**src/rtl/fetch_sequencer.sv**
```systemverilog
// IF-stage fetch controller: issues word-aligned instruction requests, pairs the
// in-order responses with their addresses and feeds the halfword realign buffer.
module fetch_sequencer #(
  parameter int unsigned           ADDR_WIDTH      = 32,
  parameter int unsigned           MAX_OUTSTANDING = 2,
  parameter logic [ADDR_WIDTH-1:0] BOOT_ADDR       = '0
) (
  input  logic                  clk,
  input  logic                  rst,
  input  logic                  redirect_i,
  input  logic [ADDR_WIDTH-1:0] redirect_addr_i,
  output logic                  instr_req_o,
  output logic [ADDR_WIDTH-1:0] instr_addr_o,
  input  logic                  instr_gnt_i,
  input  logic                  instr_rvalid_i,
  input  logic [31:0]           instr_rdata_i,
  output logic                  rb_clear_o,
  output logic                  rb_read_offset_o,
  output logic                  rb_write_en_o,
  output logic [31:0]           rb_instr_o,
  output logic [ADDR_WIDTH-1:0] rb_addr_o,
  input  logic                  rb_full_i
);

  localparam int unsigned CW = $clog2(MAX_OUTSTANDING + 1);
  localparam int unsigned SW = CW + 1;
  localparam int unsigned PW = (MAX_OUTSTANDING > 1) ? $clog2(MAX_OUTSTANDING) : 1;
  localparam logic [PW-1:0] LAST_PTR = PW'(MAX_OUTSTANDING - 1);

  typedef enum logic [1:0] {ST_BOOT, ST_CLEAR, ST_RUN} state_t;

  state_t                r_state, w_state_nxt;
  logic [ADDR_WIDTH-1:0] r_pc;
  logic [CW-1:0]         r_outstanding, r_discard, r_sk_cnt, w_out_nxt;
  logic                  r_target_b1;
  logic                  r_after_rst;

  logic [ADDR_WIDTH-1:0] r_aq_mem [MAX_OUTSTANDING];
  logic [PW-1:0]         r_aq_wr, r_aq_rd;
  logic [31:0]           r_sk_data [MAX_OUTSTANDING];
  logic [ADDR_WIDTH-1:0] r_sk_addr [MAX_OUTSTANDING];
  logic [PW-1:0]         r_sk_wr, r_sk_rd;

  logic                  w_run, w_gnt, w_rv, w_keep, w_sk_empty, w_wr_ok;
  logic                  w_direct, w_sk_pop, w_sk_push;
  logic [SW-1:0]         w_inflight;
  logic [ADDR_WIDTH-1:0] w_aq_head;
  logic                  w_unused;

  function automatic logic [PW-1:0] ptr_inc(input logic [PW-1:0] p);
    return (p == LAST_PTR) ? '0 : p + PW'(1);
  endfunction

  assign w_unused   = redirect_addr_i[0];
  assign w_run      = (r_state == ST_RUN);
  assign w_inflight = SW'(r_outstanding) + SW'(r_sk_cnt);
  assign w_gnt      = instr_req_o & instr_gnt_i;
  // Responses with nothing outstanding (stale after reset) are never counted.
  assign w_rv       = instr_rvalid_i & (r_outstanding != '0);
  assign w_keep     = w_rv & ~redirect_i & (r_discard == '0);
  assign w_sk_empty = (r_sk_cnt == '0);
  assign w_wr_ok    = w_run & ~redirect_i & ~rb_full_i;
  assign w_direct   = w_keep & w_sk_empty & w_wr_ok;
  assign w_sk_pop   = ~w_sk_empty & w_wr_ok;
  assign w_sk_push  = w_keep & ~w_direct;
  assign w_aq_head  = r_aq_mem[r_aq_rd];
  assign w_out_nxt  = r_outstanding + CW'(w_gnt) - CW'(w_rv);

  assign instr_req_o      = w_run & ~redirect_i & (w_inflight < SW'(MAX_OUTSTANDING));
  assign instr_addr_o     = r_pc;
  assign rb_write_en_o    = w_direct | w_sk_pop;
  assign rb_instr_o       = w_sk_pop ? r_sk_data[r_sk_rd] : instr_rdata_i;
  assign rb_addr_o        = w_sk_pop ? r_sk_addr[r_sk_rd] : w_aq_head;
  assign rb_clear_o       = ~rst & (r_state != ST_RUN);
  assign rb_read_offset_o = ~rst & ((r_state == ST_BOOT)  ? BOOT_ADDR[1] :
                                    (r_state == ST_CLEAR) ? r_target_b1  : 1'b0);

  // Next-state logic; a redirect in any state restarts the clear.
  always_comb begin
    w_state_nxt = r_state;
    case (r_state)
      ST_BOOT:  w_state_nxt = ST_RUN;
      ST_CLEAR: w_state_nxt = ST_RUN;
      ST_RUN:   w_state_nxt = ST_RUN;
      default:  w_state_nxt = ST_BOOT;
    endcase
    if (redirect_i) w_state_nxt = ST_CLEAR;
  end

  always_ff @(posedge clk or posedge rst) begin
    if (rst) begin
      r_state       <= ST_BOOT;
      r_pc          <= {BOOT_ADDR[ADDR_WIDTH-1:2], 2'b00};
      r_outstanding <= '0;
      r_discard     <= '0;
      r_target_b1   <= 1'b0;
      r_after_rst   <= 1'b1;
      r_aq_wr       <= '0;
      r_aq_rd       <= '0;
      r_sk_wr       <= '0;
      r_sk_rd       <= '0;
      r_sk_cnt      <= '0;
    end else begin
      r_state       <= w_state_nxt;
      r_outstanding <= w_out_nxt;
      if (w_gnt) begin
        r_after_rst <= 1'b0;
        r_aq_wr     <= ptr_inc(r_aq_wr);
      end
      if (w_rv) r_aq_rd <= ptr_inc(r_aq_rd);
      if (redirect_i) begin
        r_pc        <= {redirect_addr_i[ADDR_WIDTH-1:2], 2'b00};
        r_target_b1 <= redirect_addr_i[1];
        r_discard   <= w_out_nxt;
        r_sk_wr     <= '0;
        r_sk_rd     <= '0;
        r_sk_cnt    <= '0;
      end else begin
        if (w_gnt) r_pc <= r_pc + ADDR_WIDTH'(4);
        if (w_rv && (r_discard != '0)) r_discard <= r_discard - CW'(1);
        if (w_sk_push) r_sk_wr <= ptr_inc(r_sk_wr);
        if (w_sk_pop)  r_sk_rd <= ptr_inc(r_sk_rd);
        r_sk_cnt <= r_sk_cnt + CW'(w_sk_push) - CW'(w_sk_pop);
      end
    end
  end

  // Address queue and skid storage need no reset; pointers qualify contents.
  always_ff @(posedge clk) begin
    if (w_gnt) r_aq_mem[r_aq_wr] <= r_pc;
    if (w_sk_push && !redirect_i) begin
      r_sk_data[r_sk_wr] <= instr_rdata_i;
      r_sk_addr[r_sk_wr] <= w_aq_head;
    end
  end

  always_ff @(posedge clk) begin
    if (!rst) begin
      assert (!(instr_rvalid_i && (r_outstanding == '0)) || r_after_rst)
        else $error("fetch_sequencer: rvalid with no outstanding request");
    end
  end

endmodule
```
**config.mk**
```make
export PLATFORM = sky130hd
export DESIGN_NAME = fetch_sequencer
export DESIGN_NICKNAME = d
export VERILOG_FILES = /design/src/rtl/fetch_sequencer.sv
export SDC_FILE = /design/constraint.sdc
export NUM_CORES = 1
export LEC_CHECK = 0
export CORE_MARGIN = 5
export CORE_UTILIZATION = 30
export DETAILED_ROUTE_END_ITERATION = 7
export GPL_ROUTABILITY_DRIVEN = 0
export SLEW_MARGIN = 5
export SYNTH_ARGS = -nofsm -noshare
export SYNTH_HDL_FRONTEND = slang
export SYNTH_SLANG_ARGS = --single-unit
```
**constraint.sdc**
```tcl
create_clock -name clk -period 5.9 [get_ports clk]
set_input_delay 1.77 -clock clk [delete_from_list [all_inputs] [get_ports clk]]
set_output_delay 1.77 -clock clk [all_outputs]
set_load 0.005 [all_outputs]
```
* Yosys cells after proc, flatten, opt, wreduce, memory -nomap -nowiden
Memory sizes are Yosys's and may differ from the RTL's. Index checks and enable logic that the tools add are counted.
Storage, ports and cells: input port bits 70, latch bits 0, bits in read-only memories 0, register bits 45, word-level logic and storage cells 83, memories kept 3, bits in writable memories 192
Operators by class: muxes and demuxes 23, div/mod/pow operators 0, add/subtract/negate cells 11, eq/ne operators 3, bitwise operators 19, reduce and logical (&&, ||, !) cells 13, magnitude comparators 1, shifts and indexed selects 0, $mul 0
Memory list:
- r_aq_mem | words 2, width 32, rd ports 1, clocked after memory_dff 0, write ports 1, line 38 | logic [ADDR_WIDTH-1:0] r_aq_mem [MAX_OUTSTANDING];
- r_sk_addr | words 2, width 32, rd ports 1, clocked after memory_dff 0, write ports 1, line 41 | logic [ADDR_WIDTH-1:0] r_sk_addr [MAX_OUTSTANDING];
- r_sk_data | words 2, width 32, rd ports 1, clocked after memory_dff 0, write ports 1, line 40 | logic [31:0] r_sk_data [MAX_OUTSTANDING];
Operators with widths (number):
- $mux W32 | 4
- $add A32 B3 Y32 const B | 1
- $mux W1 | 14
- $and A1 B1 Y1 | 13
- $reduce_bool A2 Y1 | 6
- $mux W2 | 5
- $logic_not A2 Y1 | 3
- $not A1 Y1 | 5
- $add A1 B1 Y1 const B | 4
- $add A2 B1 Y2 | 2
- $sub A2 B1 Y2 | 2
- $add A2 B2 Y3 | 1
- $lt A3 B2 Y1 const B | 1
- $reduce_or A3 Y1 | 1
- $eq A2 B1 Y1 const B | 1
- $eq A2 B2 Y1 const B | 1
- $logic_and A1 B1 Y1 | 2
- $ne A2 B2 Y1 const B | 1
- $sub A2 B1 Y2 const B | 1
- $logic_not A1 Y1 | 1
- $or A1 B1 Y1 | 1

* Longest topological paths before layout
word-level depth 11, gate-level depth with buffers 14, depth with buffers taken out 12

* Worst setup path after synthesis
No wires, ideal clock.
kind input port to flip-flop, start point input instr_rvalid_i, end point memory r_sk_addr[0][10] (enable), arrival 5285 ps, required time 5418 ps, setup slack 133 ps, stages 5, cells stage by stage o21ai_0 -> or3b_2 -> a21oi_1 -> inv_1 -> nor2_1
On the way: cells in the longest elaborated chain, start to end 10
RTL lines:
- from (decl) | line 15 | input logic instr_rvalid_i,
- $and A1 B1 Y1 * | line 59 | assign w_rv = instr_rvalid_i & (r_outstanding != '0);
- $and A1 B1 Y1 * (2 in a row) | line 60 | assign w_keep = w_rv & ~redirect_i & (r_discard == '0);
- $and A1 B1 Y1 (2 in a row) | line 63 | assign w_direct = w_keep & w_sk_empty & w_wr_ok;
- $not A1 Y1 | line 65 | assign w_sk_push = w_keep & ~w_direct;
- $and A1 B1 Y1 * | line 65
- $logic_and A1 B1 Y1 * | line 131 | if (w_sk_push && !redirect_i) begin
- $mux W1 * | line 131
- $mux W1 (implied by the code) * | line 133 | r_sk_addr[r_sk_wr] <= w_aq_head;
- to (decl) | line 41
Mark *: on every way between the ends. The rest lies on a longest branch, timed or not.

* Worst setup path in the final report
start point input rb_full_i, end point output rb_instr_o[27]
On the way: cells in the longest elaborated chain, start to end 4
RTL lines:
- from (decl) | line 22 | input logic rb_full_i
- $not A1 Y1 | line 62 | assign w_wr_ok = w_run & ~redirect_i & ~rb_full_i;
- $and A1 B1 Y1 | line 62
- $and A1 B1 Y1 | line 64 | assign w_sk_pop = ~w_sk_empty & w_wr_ok;
- $mux W32 | line 72 | assign rb_instr_o = w_sk_pop ? r_sk_data[r_sk_rd] : instr_rdata_i;
- to (decl) | line 20 | output logic [31:0] rb_instr_o,
Every way passes these cells.

==> out/results.ini <==
[status]
status = finished clean

[grt]
grt_pass1_wl_mm = 36.9
grt_max_degree = 65
grt_overflow = 0
antenna_found_initial = 0
grt_usage = 0.130
grt_pass1_vias = 6215

[worst_setup_path]
path_depth = 6
rr_endpoint = r_discard[1]$_DFFE_PP0P_
crit_end = rb_instr_o[27]
crit_arrival_ps = 3940
r2r-start = r_sk_cnt[0]$_DFF_PP0_
end_kind = output pin
crit_path_cell_trace = clkdlybuf4s50_1, nor3_1, o21ai_4, buf_4, o21ai_0, clkdlybuf4s50_1
cp_data_required_time_ps = 4130
cp_slowest_cell = clkdlybuf4s50_1
crit_fanout = 64
path_buf_inv = 3
r2r_setup_slack_ps = 2460
worst-setup-path-type = in -> out
cpMostUsedCell = clkdlybuf4s50_1
start_kind = input pin
path_delay_family = buffers and inverters
slowest_delay_ps = 550
cp-startpoint = rb_full_i
rr_worst_depth = 12

[clock_tree]
post_cts_resized = 0
path_clk_slew_ps = 50
post-cts-setup-buffers = 0
worstSkewPairLatency_ps = 550
holdBufCountCts = 0
cts.path.max_buffers = 3
root_buffer = clkbuf_16
cts.sinks = 227
numCtsBuffers = 26
cts_tree = yes
htreeDepth = 1

[synthesis]
syn_area_um2 = 9800
synthAdderAreaFrac = 0.00970
ys_seq_area_frac = 0.673
synth_top_family_by_area = multiplexers
synth_commonest_cells = 184 x edfxtp_1, 101 x nand2_1, 63 x mux2i_1
async_reset_ff_frac = 0.189
syn_area_per_cell_um2 = 13.8
synthMuxAreaShare = 0.0999
synthCells = 712
synth-edff-count = 184
ys.flop_type = edfxtp_1
synth_compound_area_frac = 0.0873
yosysUniqueCellTypes = 53
synth.largest_area_cell = edfxtp_1
ys_seq_elements = 227
synthTopCellsByArea = edfxtp_1 56%, dfrtp_1 11%, mux2i_1 6.4%
post-synth-top-count-cell = edfxtp_1
synth-simple-area-share = 0.0959
yosys_warnings = 0
synth_top_area_share = 0.564
synthXorXnorAreaFrac = 0.00983

[layout]
layout-drive-gt1-share = 0.108
diodes = 0
final_core_util = 0.397
nets = 954
final_area_um2 = 12800
final_cells = 1339
syn_to_final_growth_pct = 31.1

[timing]
fin_crit_ps = 5710
worst_slack_ps = 187
maxSlewHeadroom = 0.323
worst_pin_slew_ps = 1010
hold_viol = 0
fin_worst_skew_ps = 20.0
fin_crit_sh = 0.968
fin_hold_ws_ps = 505
max_freq_mhz = 175
rsz0062_at_grt = false
tns_ps = 0
setup_viol = 0
report.final.slew_viol_count = 0

[power]
p_per_area_nw_per_um2 = 338
p_int_mw = 3.28
vdd_drop_max_mv = 0.218
leakagePower_nw = 4.43
pwr-share-clk = 0.372
p_sw_frac = 0.245
p_total_mw = 4.34
pwr-share-seq = 0.460
p_switching_mw = 1.06
combPwrFrac = 0.168

[placement]
dp.cells = 1291
io_buffers = 164
placed_area_um2 = 12000
hpwl_mm = 15.6
post-place-ws_ps = 193

[die]
pin_count = 170
die_w_um = 191
start_util = 0.303
die_h_um = 191
coreArea_um2 = 32400
rows = 66
die_area_um2 = 36400

[job]
drv_cap = 0

[worst_hold_path]
min_path_type = reg -> reg

[routing]
vias = 6277
dr.pass1.iters = 5
ant_nets = 0
drt_iter0_markers = 398
drc = 0
drt_wl_total_mm = 24.2
via_per_inst = 4.69
post_drt_wl_per_cell_um = 18.1

placed cells by master, fill, tap and decap left out, drive strengths merged, types with 7 or more instances in the layout:
cell type,synthesis,layout
nor3,7,7
dfrtp,43,43
a21oi,9,9
clkdlybuf4s50,0,163
xnor2,9,9
clkinv,0,11
mux2i,63,63
nand2,101,101
buf,18,13
nor2,22,22
inv,12,11
edfxtp,184,184
mux2,31,31
o21a,31,31
nand3,14,14
o311ai,7,7
nand4,12,12
o21ai,54,54
clkbuf,24,33
worst register-to-register path: stages, from the launching register on:
cell     delay (ps)
dfrtp_1         430
and2_1          190
fa_1            460
or4_4           560
nor2_8          290
inv_2           310
ha_1            390
inv_1            40
ha_1            180
xnor2_1         180
xnor2_1         170
nand2_1          80
o21ai_0          90
flip-flops by register name (all words and copies together), names as in the netlist, 2 cells and up:
signal	count
r_sk_addr	60
r_outstanding	2
r_discard	2
instr_addr_o	30
r_sk_cnt	2
r_state	2
r_aq_mem	60
r_sk_data	64
how the worst min path moves through the flow:
stage,startpoint,end,slack [ps],cells past startpoint
2_1_floorplan,r_state[0]$_DFF_PP0_,r_state[1]$_DFF_PP0_,450,1
3_3_place_gp,r_state[0]$_DFF_PP0_,r_state[1]$_DFF_PP0_,490,1
3_5_place_dp,r_target_b1$_DFFE_PP0P_,r_target_b1$_DFFE_PP0P_,490,1
4_1_cts,r_target_b1$_DFFE_PP0P_,r_target_b1$_DFFE_PP0P_,510,1
5_1_grt,r_target_b1$_DFFE_PP0P_,r_target_b1$_DFFE_PP0P_,530,1
6_report,r_state[1]$_DFF_PP0_,r_state[1]$_DFF_PP0_,510,1
power groups by stage:
stage               logic, mW  registers (mW)  clock network, mW
global route            0.799            2.01               1.73
floorplan               0.391            1.99                  0
finish                  0.730            2.00               1.61
detailed placement      0.740            2.03                  0
global placement        0.737            2.02                  0
CTS                     0.747            2.00               1.67
layout make-up:
class | instances | area, µm²
Clock buffer | 33 | 677
Clock inverter | 15 | 184
Fill cell | 3106 | 19500
Inverter | 12 | 45.0
Multi-Input combinational cell | 434 | 3010
Sequential cell | 227 | 6610
Tap cell | 442 | 553
Timing Repair Buffer | 176 | 1780
cells by family (layout without fill, tap and decap cells):
| group | Yosys count | after routing |
|---|---|---|
| XOR/XNOR | 11 | 11 |
| flip-flops | 227 | 227 |
| AO/OA/AOI/OAI | 130 | 130 |
| other | 1 | 4 |
| adder cells (fa/ha/maj) | 7 | 7 |
| buffers and inverters | 54 | 236 |
| multiplexers | 94 | 94 |
| AND/OR/NAND/NOR | 188 | 188 |
per-layer routing:
metal  vias up  share of wire  global-route usage
li1       3012              -                   -
met1      3047           0.46               0.176
met2       187           0.46               0.209
met3        31          0.067              0.0320
met4         0          0.019              0.0345
met5         -              0                   0
(Power assumes the default switching activity.)
